===== src/rtl/mm2s_reader.sv =====
// AXI-Lite read master that fetches a contiguous word vector and replays it as a stream.
// A small credit-controlled FIFO lets address issue overlap with stream output.
module mm2s_reader #(
  parameter int DATA_WIDTH = 32,
  parameter int ADDR_WIDTH = 32,
  parameter int LEN_WIDTH  = 16,
  parameter int FIFO_DEPTH = 4
) (
  input  logic                  clk,
  input  logic                  rst_n,
  input  logic [ADDR_WIDTH-1:0] cfg_base,
  input  logic [LEN_WIDTH-1:0]  cfg_len,
  input  logic                  cfg_start,
  output logic                  busy,
  output logic                  done,
  output logic [ADDR_WIDTH-1:0] raddr,
  output logic                  arvalid,
  input  logic                  arready,
  input  logic [DATA_WIDTH-1:0] rdata,
  input  logic                  rvalid,
  output logic                  rready,
  output logic [DATA_WIDTH-1:0] out_data,
  output logic                  out_valid,
  input  logic                  out_ready,
  output logic                  out_last
);

  localparam int PW    = $clog2(FIFO_DEPTH);
  localparam int CW    = PW + 1;
  localparam int BYTES = DATA_WIDTH / 8;

  typedef enum logic [1:0] {IDLE, RUN, DRAIN, DONE} state_t;

  state_t                state, state_nxt;
  logic [ADDR_WIDTH-1:0] base_q;
  logic [LEN_WIDTH-1:0]  len_q;
  logic [LEN_WIDTH:0]    len_ext;
  logic [LEN_WIDTH:0]    issued_cnt;
  logic [LEN_WIDTH:0]    sent_cnt;
  logic [CW-1:0]         outstanding;
  logic [CW-1:0]         fifo_count;
  logic [CW:0]           in_flight;
  logic [PW-1:0]         wr_ptr;
  logic [PW-1:0]         rd_ptr;
  logic [DATA_WIDTH-1:0] mem [FIFO_DEPTH];
  logic                  start_acc;
  logic                  credit_ok;
  logic                  ar_hs;
  logic                  r_hs;
  logic                  pop;
  logic                  last_pop;

  // Every read in flight owns a FIFO slot, so a returning word always has room.
  assign len_ext   = {1'b0, len_q};
  assign in_flight = {1'b0, outstanding} + {1'b0, fifo_count};
  assign credit_ok = in_flight < (CW+1)'(FIFO_DEPTH);
  assign start_acc = (state == IDLE) && cfg_start;

  assign arvalid = (state == RUN) && (issued_cnt < len_ext) && credit_ok;
  assign raddr   = base_q + ADDR_WIDTH'(issued_cnt) * ADDR_WIDTH'(BYTES);
  assign rready  = (state == RUN) || (state == DRAIN);
  assign busy    = rready;
  assign done    = (state == DONE);

  assign ar_hs = arvalid && arready;
  assign r_hs  = rvalid && rready;

  assign out_valid = (fifo_count != '0);
  assign out_data  = out_valid ? mem[rd_ptr] : '0;
  assign out_last  = out_valid && (sent_cnt == len_ext - (LEN_WIDTH+1)'(1));
  assign pop       = out_valid && out_ready;
  assign last_pop  = pop && (sent_cnt + (LEN_WIDTH+1)'(1) == len_ext);

  always_ff @(posedge clk or negedge rst_n) begin
    if (!rst_n) begin
      state <= IDLE;
    end else begin
      state <= state_nxt;
    end
  end

  // The final stream beat ends the transfer even if it coincides with the issue phase.
  always_comb begin
    state_nxt = state;
    case (state)
      IDLE: begin
        if (cfg_start) begin
          state_nxt = (cfg_len == '0) ? DONE : RUN;
        end
      end
      RUN: begin
        if (last_pop) begin
          state_nxt = DONE;
        end else if (ar_hs && (issued_cnt + (LEN_WIDTH+1)'(1) == len_ext)) begin
          state_nxt = DRAIN;
        end
      end
      DRAIN: begin
        if (last_pop) begin
          state_nxt = DONE;
        end
      end
      DONE:    state_nxt = IDLE;
      default: state_nxt = IDLE;
    endcase
  end

  always_ff @(posedge clk or negedge rst_n) begin
    if (!rst_n) begin
      base_q      <= '0;
      len_q       <= '0;
      issued_cnt  <= '0;
      sent_cnt    <= '0;
      outstanding <= '0;
      fifo_count  <= '0;
      wr_ptr      <= '0;
      rd_ptr      <= '0;
    end else if (start_acc) begin
      base_q      <= cfg_base;
      len_q       <= cfg_len;
      issued_cnt  <= '0;
      sent_cnt    <= '0;
      outstanding <= '0;
      fifo_count  <= '0;
      wr_ptr      <= '0;
      rd_ptr      <= '0;
    end else begin
      if (ar_hs) begin
        issued_cnt <= issued_cnt + (LEN_WIDTH+1)'(1);
      end
      if (r_hs) begin
        wr_ptr <= wr_ptr + PW'(1);
      end
      if (pop) begin
        rd_ptr   <= rd_ptr + PW'(1);
        sent_cnt <= sent_cnt + (LEN_WIDTH+1)'(1);
      end
      case ({ar_hs, r_hs})
        2'b10:   outstanding <= outstanding + CW'(1);
        2'b01:   outstanding <= outstanding - CW'(1);
        default: outstanding <= outstanding;
      endcase
      case ({r_hs, pop})
        2'b10:   fifo_count <= fifo_count + CW'(1);
        2'b01:   fifo_count <= fifo_count - CW'(1);
        default: fifo_count <= fifo_count;
      endcase
    end
  end

  // Storage needs no reset; out_data is masked while the FIFO is empty.
  always_ff @(posedge clk) begin
    if (r_hs) begin
      mem[wr_ptr] <= rdata;
    end
  end

endmodule


===== config.mk =====
export PLATFORM = sky130hd
export DESIGN_NAME = mm2s_reader
export DESIGN_NICKNAME = d
export VERILOG_FILES = /design/src/rtl/mm2s_reader.sv
export SDC_FILE = /design/constraint.sdc
export NUM_CORES = 1
export LEC_CHECK = 0
export CAP_MARGIN = 0
export CORE_MARGIN = 10
export CORE_UTILIZATION = 45
export CTS_CLUSTER_SIZE = 24
export DETAILED_ROUTE_END_ITERATION = 16
export PLACE_DENSITY = 0.64
export SLEW_MARGIN = 30
export SYNTH_ARGS = -nofsm -noshare
export SYNTH_HDL_FRONTEND = slang
export SYNTH_SLANG_ARGS = --single-unit

===== constraint.sdc =====
create_clock -name clk -period 6.71 [get_ports clk]
set_input_delay 0.671 -clock clk [delete_from_list [all_inputs] [get_ports clk]]
set_output_delay 0.671 -clock clk [all_outputs]
set_load 0.02 [all_outputs]

## Yosys cells after proc, flatten, opt, wreduce, memory -nomap -nowiden

Memory sizes are Yosys's and may differ from the RTL's.
Index checks and enable logic that the tools add are counted.

- Memories kept: 1
- Output and inout bits: 70
- Bits of input ports: 86
- Bits in writable memories: 128
- Register bits after elaboration: 94

Memories:

| name | words | bits a word | rd ports | clocked after memory_dff | wr ports | line | text |
|---|---|---|---|---|---|---|---|
| mem | 4 | 32 | 1 | 0 | 1 | 45 | `logic [DATA_WIDTH-1:0] mem [FIFO_DEPTH];` |

- $add $sub $neg: 11
- Mux-type cells: 21
- Order comparisons: 2
- Reductions and logical operators: 19
- Equal/unequal tests: 13

Operator list:

| cell | number |
|---|---|
| 2-to-1 mux 17 bit | 4 |
| adder 17 x 1 -> 17 bit, second input constant | 2 |
| == test 17 x 16 -> 1 bit | 2 |
| adder 32 x 19 -> 32 bit | 1 |
| 2-to-1 mux 32 bit | 1 |
| 2-to-1 mux 2 bit | 9 |
| == test 17 bit | 1 |
| less-than comparator 17 x 16 -> 1 bit | 1 |
| subtractor 16 x 1 -> 17 bit, second input constant | 1 |
| zero test 16 bit | 1 |
| case mux 3 bit (2 select lines) | 2 |
| logical AND 1 bit | 9 |
| nonzero test 3 bit | 3 |
| == test 2 bit, second input constant | 4 |
| case mux 2 bit (4 select lines) | 1 |
| adder 3 x 1 -> 3 bit, second input constant | 2 |
| == test 2 x 1 -> 1 bit, second input constant | 3 |
| 2-to-1 mux 3 bit | 2 |
| nonzero test 2 bit | 3 |
| subtractor 3 x 1 -> 3 bit, second input constant | 2 |
| adder 2 x 1 -> 2 bit, second input constant | 2 |
| adder 3 x 3 -> 4 bit | 1 |
| less-than comparator 4 x 3 -> 1 bit, second input constant | 1 |
| != test 2 bit, second input constant | 2 |
| other kinds (5) | 6 |

## Logic depth before layout (Yosys ltp)

- Word-level depth: 8
- Depth in mapped cells: 13

## Least setup slack after synthesis

OpenSTA, ideal clock, no wires.

- Kind: reg2out
- From: register issued_cnt[1]
- To: output raddr[21]
- Setup slack: 3356 ps
- Cell stages (with the launch flop): 10
- Data required time: 6039 ps
- Data arrival time: 2683 ps
- Path through: dfrtp_1 ha_1 a21o_1 a211oi_1 o21ai_0 a311oi_1 o211ai_1 a31oi_2 nor2_1 xor2_1

- Longest elaborated chain between the ends: 1

RTL lines:

| item | line | text |
|---|---|---|
| start: declaration | 38 | `logic [LEN_WIDTH:0] issued_cnt;` |
| start signal: assignment | 129 | `issued_cnt <= issued_cnt + (LEN_WIDTH+1)'(1);` |
| adder 32 x 19 -> 32 bit | 60 | `assign raddr = base_q + ADDR_WIDTH'(issued_cnt) * ADDR_WIDTH'(BYTES);` |
| end: declaration | 16 | `output logic [ADDR_WIDTH-1:0] raddr,` |

No other way between the ends.

## Worst setup path in the final report

- From: register issued_cnt[1]
- To: output raddr[25]

Same word-level chain as after synthesis.

==> impl_summary.txt <==
----------------------------------------------------
[Routing]
  Vias per std cell ... approximately 5.5
  Post-DRT Antenna Nets ... 0
  Number of vias in the routed layout ... 8314
  Detailed router's first-iteration violation count ... 560
  DRC violations left ... 0
  Wirelength, routed ... 29.0 mm
  First-pass DRT Iterations ... 5
  Post-DR wirelength/cell ... 19.3 microns

[Clock tree]
  Clk Tree Root Cell ... clkbuf_16
  Post-CTS setup-driven buffer insertion count ... 0
  Sinks on Clock Net ... 222
  Worst-path clk slew ... roughly 60 ps
  Worst-Skew Late Latency ... 540 ps
  H-tree depth ... 1
  Clk buf depth ... 3
  Clock tree from TritonCTS ... built
  Num CTS Buffers ... 25

[Timing]
  Final period demand of the worst path ... 4810 ps
  Total count of max-transition violations in the final report ... 0
  Setup repair after global routing missed its margin ... false
  Top achievable clock speed ... between 0.2 and 0.25 GHz
  Tcrit/Tclk final ... just over 70%
  Tightest Pin Transition ... 793 ps
  Relative slew slack ... 47.1%
  Setup-violating endpoint count in the final report ... 0
  Number of hold-slack violations in the final timing report ... 0
  TNS Setup ... 0 ps
  Layout Skew ... around 18 ps

[Power and ir drop]
  Clock share of power ... 21.8%
  Max rail drop VDD ... around 0.32 mV
  Static leakage ... about 5.4 nW
  Combinational Power Share ... 45.3%
  Net switching power ... 2.32 mW
  Sequential fraction of design power ... about a third
  Power density normalized to cell area ... 427 nW/um^2
  Pint ... between 3 and 4 mW
  Switching portion of total power ... 37.3%

[Setup path]
  Kind of end point of the critical path ... primary output
  CP max stage cell ... clkdlybuf4s50_1
  Worst Path Required ... a little over 6000 ps
  Crit path max fanout ... 8
  Ordered cell list for the critical path ... ha_1, a21o_1, a211oi_1, o21ai_0, a311oi_1, o211ai_1, a31oi_2, nor2_1, xor2_1, clkdlybuf4s50_1
  Type of element launching the critical path ... register
  Largest incremental delay on the critical path ... 630 ps
  Worst setup path category ... register to primary output
  Arrival time at the worst endpoint ... 4140 ps

[Floorplan]
  X dimension of the die ... 183 microns
  Vert. Die Dim ... about 180 microns
  Number of placed I/O pins ... roughly 160
  Initial Util ... 45.9%
  Area inside the core boundary ... 26100 sq um
  Row cnt ... 59
  Die area ... roughly 34000 sq um

[Place]
  Count of buffers inserted at the top-level ports ... 155
  Sum of net half-perimeters after detailed placement ... 20.2 mm
  Gp weighted congestion ... about 0.87
  Number of placed cells counting well taps ... 1453

[GRT]
  Number of global-route vias before repair ... 8269
  Number of antenna violations at the first check in global routing ... 1
  GRT Overall Usage ... 17.0%
  Largest net degree at the start of global routing ... 84
  Gr ovfl total ... 0
  Global-route wire length before repair ... 46.4 mm

[Synth]
  Syn Std Cell Area ... around 12000 sq um
  Gate Count Post-Synth ... 1015
  Register area share after synthesis ... 51.6%
  Most frequent cell after synthesis ... edfxtp_1
  Count of yosys warnings during synthesis ... 0
  Most frequently used flop master after synthesis ... edfxtp_1
  Post-synthesis area per instance ... between 10 and 15 sq um
  Cell variety after synth ... a little under 80
  Proportion of register bits with asynchronous set or reset after synthesis ... 42.3%
  Number of nets produced by synthesis ... 1151
  Register bit total from synthesis ... roughly 220
  Cell accounting for the most synthesized area ... edfxtp_1
  Yosys top cell area share ... approximately 32%
  Main area contributors after synthesis ... edfxtp_1 (32%), dfrtp_1 (20%), mux4_2 (6.0%)
  Top cells by instance count after synthesis ... edfxtp_1 (128), dfrtp_1 (94), nor2_1 (82), nand2_1 (65), xnor2_1 (58)
  EDFF count, synth ... 128

[Finish]
  Final Util ... a little under three fifths
  Number of cells in the finished layout apart from fillers ... about 1500
  Net count, final ... 1282
  Proportion of layout cells with a drive suffix above 1 ... 11.7%
  Fill cells ... 2241
  Area added between synthesis and finish ... 21.6%

[Run status]
  Status ... complete, no violations

[Run]
  MaxCap Viol Count ... 0

[Min path]
  Class of the most critical hold timing path ... register to register

----------------------------------------------------
[final cells by class]
class | count | area [sq um] | area share (%)
tap | 335 | 419 | 2.87
multi-input combinational | 702 | 5400 | 37.0
antenna | 1 | 2.50 | 0.0172
clock inverter | 10 | 118 | 0.806
inverter | 30 | 113 | 0.772
timing repair buffer | 165 | 1630 | 11.2
clock buffer | 36 | 707 | 4.85
sequential | 222 | 6200 | 42.5
[stage by stage]
step	power, mW	setup slack [ps]	cell area (sq um)	hold WS, ps
floorplan	3.85	3360	12000	375
global placement	4.90	2500	13700	492
detailed placement	4.92	2470	13800	498
CTS	6.31	1850	14600	500
global route	6.61	1600	14600	534
finish	6.23	1900	14600	512
[worst max-delay path: cells and delay by family (launching register included)]
kind	cells	cell delay [ps]
buf+inv	1	630
xor+xnor	1	140
compound gates	6	1960
flops	1	460
fa+ha+maj	1	300
simple gates	1	110
[per-layer routing]
metal / part of all wire, % / vias to the layer above / GRT usage (%)
met5: 0 / - / 0
met4: 1.9 / 0 / 3.74
met3: 6.7 / 30 / 3.75
met2: 48 / 235 / 28.6
met1: 44 / 4068 / 21.9
li1: - / 3981 / -
[sequential cells by signal, indices dropped and copies added (netlist names)]
signal and count:
mem 128, base_q 32, issued_cnt 17, sent_cnt 17
len_q 16, fifo_count 3, outstanding 3, rd_ptr 2
state 2, wr_ptr 2
[timing repair]
item,CTS,global route
endpoints found under the hold margin,11,0
gates resized for setup,0,0
hold buffers,1,0
[placed cells by master (no fill, tap or decap), drive strengths merged, types with 8 or more instances in the layout]
master | synthesis | final
nand3 | 27 | 27
nor2 | 82 | 82
xor2 | 47 | 47
clkdlybuf4s50 | 0 | 154
o21ai | 50 | 50
inv | 28 | 29
and2 | 36 | 36
mux4 | 32 | 32
clkinv | 2 | 8
a21oi | 33 | 33
nand2 | 65 | 65
mux2 | 32 | 32
nand4 | 22 | 22
buf | 17 | 10
and3 | 12 | 12
dfrtp | 94 | 94
or3 | 14 | 14
ha | 47 | 47
clkbuf | 43 | 36
xnor2 | 59 | 59
nor4 | 17 | 17
edfxtp | 128 | 128
nor3 | 24 | 24
[final timing paths]
kind / from / end / slack [ps] / cells after the start
worst max-delay path: issued_cnt[1] / raddr[25] / 1900 / 10
worst min-delay path: base_q[0] / base_q[0] / 510 / 1
worst max register to register: len_q[3] / outstanding[2] / 2820 / 11
worst min register to register: base_q[0] / base_q[0] / 510 / 1
max in group asynchronous: rst_n / rd_ptr[0] / 5140 / 3
min in group asynchronous: rst_n / base_q[10] / 520 / 2
[power by group through the flow]
stage | Sequential, mW | Clock, mW | Combinational, mW
final | 2.05 | 1.36 | 2.82
after detailed placement | 2.07 | 0 | 2.85
after global routing | 2.09 | 1.45 | 3.08
after global placement | 2.07 | 0 | 2.84
after CTS | 2.05 | 1.39 | 2.87
after floorplan | 1.93 | 0 | 1.92
[kinds of logic after synthesis]
family / after synthesis / share of synthesized area, %
adder cells (fa/ha/maj): 50 / 5.40
AND/OR/NAND/NOR: 328 / 14.4
AO/OA/AOI/OAI: 150 / 8.10
buffers and inverters: 91 / 3.37
multiplexers: 68 / 9.34
XOR/XNOR: 106 / 7.80
flip-flops: 222 / 51.6
No activity file was read; power rests on OpenSTA's default activity.
